`src/rtl/spi_bridge_pkg.sv`:
```
// Shared types and helpers for the SPI bridge blocks.
// Holds the scheduler FSM encoding, slave count and TX/RX address mapping.
package spi_bridge_pkg;

  localparam int NUM_SLAVES = 8;

  typedef enum logic {
    S_IDLE = 1'b0,
    S_PUSH = 1'b1
  } sched_state_t;

  // An RX completion address is 0000_iii1
  localparam logic [7:0] RX_ADDR_MASK  = 8'hF1;
  localparam logic [7:0] RX_ADDR_MATCH = 8'h01;

  function automatic logic [7:0] tx_addr(input logic [2:0] idx);
    return {4'h0, idx, 1'b0};
  endfunction

  function automatic logic [2:0] rx_addr_to_idx(input logic [7:0] addr);
    return addr[3:1];
  endfunction

  function automatic logic rx_addr_ok(input logic [7:0] addr);
    return (addr & RX_ADDR_MASK) == RX_ADDR_MATCH;
  endfunction

  function automatic logic [3:0] popcount8(input logic [7:0] v);
    logic [3:0] c;
    c = 4'd0;
    for (int i = 0; i < NUM_SLAVES; i++)
      c = c + {3'b000, v[i]};
    return c;
  endfunction

endpackage

```
`src/rtl/rr_arbiter8.sv`:
```
// Combinational 8-way round-robin arbiter.
// Ports: elig (request vector), ptr (last winner) -> grant_valid, grant_idx.
module rr_arbiter8
  import spi_bridge_pkg::*;
(
  input  logic [7:0] elig,
  input  logic [2:0] ptr,
  output logic       grant_valid,
  output logic [2:0] grant_idx
);

  // Search starts one past the last winner and wraps 7 -> 0.
  always_comb begin
    grant_valid = 1'b0;
    grant_idx   = ptr;
    for (int i = 1; i <= NUM_SLAVES; i++) begin
      logic [2:0] cand;
      cand = ptr + 3'(i);
      if (!grant_valid && elig[cand]) begin
        grant_valid = 1'b1;
        grant_idx   = cand;
      end
    end
  end

endmodule

```
`src/rtl/spi_request_scheduler.sv`:
```
// Round-robin SPI slave scheduler feeding the slave-select queue.
// Ports: requests in, SSQ push out, completions in, status/pulse flags out.
module spi_request_scheduler
  import spi_bridge_pkg::*;
#(
  parameter int MAX_OUTSTANDING = 4
) (
  input  logic       ACLK,
  input  logic       reset,
  input  logic       enable,
  input  logic [7:0] slave_mask,
  input  logic       req_valid,
  input  logic [2:0] req_slave,
  input  logic       SSQ_full,
  output logic       SSQ_wr_en,
  output logic [7:0] SSQ_wr_addr,
  input  logic       done_en,
  input  logic [7:0] done_addr,
  output logic [7:0] pending,
  output logic [7:0] inflight,
  output logic [3:0] outstanding,
  output logic       req_merged,
  output logic       err_done
);

  localparam logic [3:0] CAP = 4'(MAX_OUTSTANDING);

  sched_state_t state;
  logic [2:0]   g;
  logic [2:0]   ptr;

  logic [7:0] elig;
  logic       can_push;
  logic       grant_valid;
  logic [2:0] grant_idx;
  logic [2:0] done_idx;
  logic       done_ok;
  logic [7:0] req_vec;
  logic [7:0] push_vec;
  logic [7:0] done_vec;
  logic [7:0] pend_nxt;
  logic [7:0] infl_nxt;
  logic       merge;

  assign elig     = pending & ~inflight & slave_mask;
  assign can_push = enable & ~SSQ_full & (outstanding < CAP);
  assign done_idx = rx_addr_to_idx(done_addr);
  assign done_ok  = done_en & rx_addr_ok(done_addr)
                  & inflight[done_idx];

  assign req_vec  = req_valid ? (8'd1 << req_slave) : 8'd0;
  assign push_vec = (state == S_PUSH) ? (8'd1 << g) : 8'd0;
  assign done_vec = done_ok ? (8'd1 << done_idx) : 8'd0;

  // Sets win over the same-cycle clears.
  assign pend_nxt = (pending & ~push_vec) | req_vec;
  assign infl_nxt = (inflight & ~done_vec) | push_vec;

  // A request for the slave being consumed this cycle is a fresh one.
  assign merge = req_valid & pending[req_slave]
               & ~push_vec[req_slave];

  rr_arbiter8 u_arb (
    .elig        (elig),
    .ptr         (ptr),
    .grant_valid (grant_valid),
    .grant_idx   (grant_idx)
  );

  always_ff @(posedge ACLK or posedge reset) begin
    if (reset) begin
      state       <= S_IDLE;
      g           <= 3'd0;
      ptr         <= 3'd7;
      SSQ_wr_en   <= 1'b0;
      SSQ_wr_addr <= 8'h00;
      pending     <= 8'h00;
      inflight    <= 8'h00;
      outstanding <= 4'd0;
      req_merged  <= 1'b0;
      err_done    <= 1'b0;
    end else begin
      pending     <= pend_nxt;
      inflight    <= infl_nxt;
      outstanding <= popcount8(infl_nxt);
      req_merged  <= merge;
      err_done    <= done_en & ~done_ok;
      unique case (state)
        S_IDLE: begin
          if (grant_valid && can_push) begin
            state       <= S_PUSH;
            g           <= grant_idx;
            SSQ_wr_en   <= 1'b1;
            SSQ_wr_addr <= tx_addr(grant_idx);
          end
        end
        S_PUSH: begin
          state     <= S_IDLE;
          SSQ_wr_en <= 1'b0;
          ptr       <= g;
        end
        default: state <= S_IDLE;
      endcase
    end
  end

endmodule

```
`config.mk`:
```
export PLATFORM = sky130hd
export DESIGN_NAME = spi_request_scheduler
export DESIGN_NICKNAME = d
export VERILOG_FILES = /design/src/rtl/spi_bridge_pkg.sv /design/src/rtl/rr_arbiter8.sv /design/src/rtl/spi_request_scheduler.sv
export SDC_FILE = /design/constraint.sdc
export NUM_CORES = 1
export LEC_CHECK = 0
export BUFFER_PORTS_ARGS = -buffer_cell sky130_fd_sc_hd__buf_2
export CAP_MARGIN = 5
export CORE_MARGIN = 4
export CORE_UTILIZATION = 25
export DETAILED_ROUTE_END_ITERATION = 7
export GPL_TIMING_DRIVEN = 1
export PLACE_DENSITY = 0.55
export SYNTH_ARGS = -nofsm -noshare
export SYNTH_HDL_FRONTEND = slang
export SYNTH_SLANG_ARGS = --single-unit
```
`constraint.sdc`:
```
create_clock -name ACLK -period 3.25 [get_ports ACLK]
set_input_delay 0.4875 -clock ACLK [delete_from_list [all_inputs] [get_ports ACLK]]
set_output_delay 0.4875 -clock ACLK [all_outputs]
set_load 0.01 [all_outputs]
```
* Word level (Yosys, flattened, before mapping)
Cells that the tools add are included.
Operators by class: bitwise logic cells 20, shift-type cells 3, reduce and logical (&&, ||, !) cells 16, add/subtract/negate cells 14, muxes and demuxes 45, equal/unequal tests 2, magnitude comparators 11
Operators with widths (count):
- $lt 3x4->1 const B | 10
- $bmux 1 s3 | 11
- $and 8x8->8 | 4
- $mux 3 | 8
- $mux 8 | 3
- $not 8->8 | 3
- $shl 1x3->8 const A | 3
- $mux 1 | 21
- $add 4x1->4 | 4
- $or 8x8->8 | 2
- $add 3x3->3 const B | 4
- $logic_and 1x1->1 | 8
- $and 1x1->1 | 7
- $logic_not 1->1 | 7
- $add 3x2->3 const B | 2
- $eq 5x1->1 const B | 1
- $add 3x1->4 | 1
- $lt 4x3->1 const B | 1
- $not 1->1 | 4
- $pmux 1 s2 | 2
- $add 2x1->3 | 1
- $add 3x1->3 const B | 1
- $add 1x1->2 | 1
- $ne 2x2->1 const B | 1
- $reduce_and 2->1 | 1
Word-level totals: bits of input ports 25, word-level logic and storage cells 120, flip-flop bits (word level) 30, output and inout bits 31

* Logic depth before layout (Yosys ltp)
word-level depth 30, gate-level depth with buffers 16, depth with buffers taken out 16

* Hierarchy
From an unflattened synthesis, not the netlist that was laid out.
Unflattened totals: cells, all modules 270, area, all modules 2682.6 µm²
Modules (own cells, without submodules):
- spi_request_scheduler | cells an instance 168, area an instance 1716.6 µm², seq. area each 754.5 µm², instances 1
- rr_arbiter8 | cells an instance 102, area an instance 965.9 µm², seq. area each 0.0 µm², instances 1

* Worst setup path after synthesis
Ideal clock, no wire load.
path kind input to register, start point input done_addr[7], end point register outstanding[2], slack -540 ps, arrival 3668 ps, data required time 3127 ps, setup time 123 ps, cell stages on the path 16, buffers on the path 0, cells stage by stage nor2_1 nand3_1 nor3_1 o21ai_0 or2_2 o31ai_1 nand2_1 fa_1 inv_1 fa_1 fa_1 inv_1 ha_1 inv_1 fa_1 xnor2_1
On the way: cells in the longest elaborated chain, start to end 14
RTL lines:
- from (decl) | line spi_request_scheduler.sv:18 | input logic [7:0] done_addr,
- $eq 5x1->1 | line spi_bridge_pkg.sv:25 | return (addr & RX_ADDR_MASK) == RX_ADDR_MATCH;
- $and 1x1->1 | line spi_request_scheduler.sv:48 | assign done_ok = done_en & rx_addr_ok(done_addr)
- $and 1x1->1 | line spi_request_scheduler.sv:49 | & inflight[done_idx];
- $mux 8 | line spi_request_scheduler.sv:53 | assign done_vec = done_ok ? (8'd1 << done_idx) : 8'd0;
- $not 8->8 | line spi_request_scheduler.sv:57 | assign infl_nxt = (inflight & ~done_vec) | push_vec;
- $and 8x8->8 | line spi_request_scheduler.sv:57
- $or 8x8->8 | line spi_request_scheduler.sv:57
- named net infl_nxt[0] | line spi_request_scheduler.sv:42 | logic [7:0] infl_nxt;
- $add 1x1->2 | line spi_bridge_pkg.sv:32 | c = c + {3'b000, v[i]};
- $add 2x1->3 | line spi_bridge_pkg.sv:32
- $add 3x1->4 | line spi_bridge_pkg.sv:32
- $add 4x1->4 (4 in series) | line spi_bridge_pkg.sv:32
- to (signal assigned) | line spi_request_scheduler.sv:85 | outstanding <= popcount8(infl_nxt);
- to (decl) | line spi_request_scheduler.sv:21 | output logic [3:0] outstanding,
The timed path passes the listed nets, and every way through them passes these cells. A chain may end at the register's enable or synchronous reset.

* Worst setup path in the final report
start point input done_addr[6], end point register outstanding[1]
The elaborated chain is that of the path after synthesis.

==> results.md <==
| Quantity | Value | Unit |
|---|---|---|
| Status | complete, but fails checks | - |
| Failing checks | setup timing | - |
| Start point of the critical path | done_addr[6] | - |
| Cts bufs inserted | 5 | - |
| Antenna violations before repair | 1 | - |
| Sequential fraction of the synthesis area | 27.9 | % |
| Synth Area in XOR/XNOR | 2.91 | % |
| Portion of netlist area occupied by mux cells | 16.9 | % |
| Vias after detailed routing | 2648 | - |
| Cell type group with the largest total delay on the critical path | adder cells | - |
| DRT Wirelength | 8.70 | mm |
| Arithmetic-cell share of the synthesized area counting full adders, half adders and majority gates | 5.27 | % |
| Number of nets in the layout | 398 | - |
| Crit path kind | input port to flip-flop | - |
| Area of the die | 0.0126 | sq mm |
| Overall die width | 112 | microns |
| HP Class | input port to asynchronous set/reset pin | - |
| Critical Path Source Type | input port | - |
| Final setup violation count | 3 | - |
| Crit-path max FO | 2 | - |
| Max-cap violation count | 0 | - |
| Setup repair after global routing missed its margin | true | - |
| Post-Place Setup Slack | -698 | ps |
| Clock tree from TritonCTS | built | - |
| Power density over the cells | 599 | mW/mm^2 |
| Data arrival time of the worst path | 3890 | ps |
| Ys flop type | dfrtp_1 | - |
| Avg Inst Size Synth | 9.43 | sq um |
| Remaining global-route overflow | 0 | - |
| Startpoint of the worst register-to-register path | inflight[4] | - |
| Post-Place Cells | 489 | - |
| Peak Freq | 0.269 | GHz |
| CP cell instances | buf_6 -> nor2_4 -> nand3_2 -> nor3_4 -> o21ai_2 -> or2_4 -> o31ai_2 -> nand2_1 -> fa_1 -> inv_2 -> fa_1 -> fa_2 -> inv_2 -> ha_4 -> inv_2 -> fa_2 -> inv_2 | - |
| Area share of the leading cell type in the synthesized netlist | 25.0 | % |
| Ys async rst share | 100 | % |
| First-pass GRT wire length | 14.0 | mm |
| Hold violation total from the final report | 0 | - |
| Required @ worst endpoint | 3430 | ps |
| R2R setup slack | -440 | ps |
| Slowest-stage cell, CP | fa_1 | - |
| Post-synth design cell area | 0.00271 | sq mm |
| Critical path endpoint | outstanding[1] | - |
| Clock Tree Root | clkbuf_8 | - |
| Yosys warnings | 0 | - |
| Reported leakage power | 1.46 | nW |
| Count of standard-cell rows | 37 | - |
| Insertion delay to the later sink of the worst-skew pair | 280 | ps |
| Core Area | 0.0104 | sq mm |
| Maximum number of pins on one net before global-route repair | 31 | - |
| Post-synthesis compound-gate area fraction | 17.8 | % |
| Number of input and output port buffers inserted | 50 | - |
| DRC marker count from the first detailed-route iteration | 122 | - |
| Post-Layout Cell Count | 501 | - |
| Combinational family with the most area after synthesis | simple AND/OR/NAND/NOR gates | - |
| Simple-Gate Fraction of Synth Area | 22.7 | % |
| Area growth from synthesis to layout | 30.9 | % |
| Destination of the worst register-to-register timing path | outstanding[1] | - |
| Number of instances in the synthesized netlist | 287 | - |
| Number of global-route vias before repair | 2648 | - |
| Placed wire-length estimate after detailed placement | 7.00 | mm |
| Ant diodes | 0 | - |
| Stage delay of the slowest cell on the critical path | 530 | ps |
| Fillcell total | 1102 | - |
| Cells taking the most area after synthesis | dfrtp_1 (25%), mux4_2 (10%), mux2i_1 (5.5%), nand2_1 (4.2%), o21ai_0 (3.5%) | - |
| Final Worst Setup Slack | -463 | ps |
| Hold Buf Count CTS | 0 | - |
| Area leader, netlist | dfrtp_1 | - |
| Worst hold margin | 273 | ps |
| Count of flip-flops with a built-in enable after synthesis | 0 | - |
| Global router's overall resource usage | 13.7 | % |
| Portion of the clock cycle consumed by the worst path in the final layout | 114 | % |
| Count of cell instances traversed by the critical path | 17 | - |
| Maximum ir drop on the vdd rail | 0.429 | mV |
| Number of I/O pins | 56 | - |
| Setup TNS after final layout | -1170 | ps |
| Synthesis-stage register bit count | 30 | - |
| Number of clock sinks | 30 | - |
| Starting density of the core | 26.0 | % |
| Number of vias per cell after detailed routing | 5.29 | - |
| DRC | 0 | - |
| Slew at the pin closest to its max-slew limit | 641 | ps |
| Buffers plus inverters on the worst setup path | 5 | - |
| Worst-case headroom to the max-slew limit | 57.0 | % |
| Number of different library cells in the post-synthesis netlist | 62 | - |
| Critical Path Sink Type | flip-flop | - |
| Min Tclk post-route | 3710 | ps |
| Routability Congestion | 0.898 | - |
| Final Skew | 3.49 | ps |
| Number of max-slew violations in the final report | 0 | - |
| CP dominant cell by count | inv_2 | - |
| Fraction of final layout cells with drive strength greater than 1 | 38.6 | % |
| Die Y-Extent | 112 | microns |
| H-Tree Level Count | 2 | - |
| Cell count of the worst reg-to-reg path | 14 | - |
| Post-DR wirelength/cell | 17.4 | microns |
| Overall power of the completed layout | 2.12 | mW |
| Detailed-router iteration count before antenna repair | 4 | - |
| Buffer depth of the longest clock path | 2 | - |
| Clock slew at reported path FFs | 60 | ps |
| Post-DRT Antenna Nets | 0 | - |
logic make-up (layout without fill, tap and decap cells):
kind of cell,after synthesis,after routing
AO/OA/AOI/OAI,70,70
XOR/XNOR,9,9
adder cells (fa/ha/maj),9,9
buffers and inverters,38,112
flip-flops,30,30
multiplexers,30,30
other,1,5
AND/OR/NAND/NOR,100,100
power by group:
group | internal [mW] | total [mW] | switching, mW
clock | 0.171 | 0.311 | 0.140
sequential | 0.468 | 0.545 | 0.0774
combinational | 0.575 | 1.27 | 0.691
total | 1.21 | 2.12 | 0.908
worst min-delay path by stage:
stage	to	startpoint	slack, ps	cells past startpoint
after detailed placement	SSQ_wr_en	SSQ_wr_en	510	2
final	inflight[5]	reset	270	3
after floorplan	SSQ_wr_en	SSQ_wr_en	540	2
after global placement	SSQ_wr_en	SSQ_wr_en	520	2
after CTS	SSQ_wr_en	reset	280	3
after global routing	SSQ_wr_en	reset	310	3
tightest hold or removal path, cell delays in order:
cell and delay, ps:
buf_2 100, inv_1 40, buf_4 340
state kept, by name, summed over array words and instances, names as in the netlist:
register,flops
SSQ_wr_en,1
g,3
inflight,8
ptr,3
req_merged,1
outstanding,4
state,1
pending,8
err_done,1
area by class of cell:
type / count / area, sq um / share of cell area [%]
clock inverters: 1 / 5.00 / 0.141
multi-input cells: 223 / 1930 / 54.6
well taps: 136 / 170 / 4.80
clock buffers: 7 / 86.3 / 2.44
inverters: 19 / 71.3 / 2.01
flip-flops and latches: 30 / 754 / 21.3
repair buffers: 85 / 523 / 14.8
synthesized netlist by cell type, types with 5 or more instances:
master     instances
nor2_1             8
a21oi_1           10
a2111oi_0          8
xnor2_1            7
nor2b_1            5
and3b_1            6
buf_2              5
o21ai_0           19
nand2b_1           9
o31ai_1            6
nor4bb_1           7
mux2i_1           15
ha_1               5
nand3b_1           6
dfrtp_1           27
mux4_2            12
clkbuf_1           7
inv_1             17
nand2_1           30
buf_4              6
per-stage QoR:
stage	instance area (sq um)	util, %
after floorplan	2830	-
after global placement	3360	32.3
after detailed placement	3360	32.3
after CTS	3490	33.5
after global routing	3540	34.0
final	3540	34.0
placed cells by master, fill, tap and decap left out, types with 3 or more instances in the layout:
master / instances
nor2b_1: 5
o31ai_1: 5
buf_2: 49
clkbuf_8: 6
nand3b_1: 6
o21ai_0: 17
nand3_1: 3
dfrtp_1: 27
mux2i_1: 15
inv_2: 6
or4_1: 3
buf_4: 34
dfstp_2: 3
conb_1: 5
xnor2_1: 7
and3b_1: 6
inv_1: 13
nor4_1: 3
nor4bb_2: 5
nand2b_1: 9
a21oi_1: 9
and2_1: 3
ha_1: 3
mux4_2: 12
nand2_1: 30
o211ai_1: 4
a2111oi_0: 6
nor2_1: 7
routing by layer:
metal,vias to the layer above,track usage (%),share of wire [%]
li1,1232,-,-
met1,1281,17.2,42
met2,114,23.4,48
met3,19,2.59,6.6
met4,2,5.21,2.6
met5,-,0,0.22
repair_timing:
item                       CTS  global route
pin swaps                    4            14
setup endpoints to repair    4             5
cloned                       0             0
buffers inserted             1             4
resized for setup            8             9
Power figures use the tool's default switching activity.
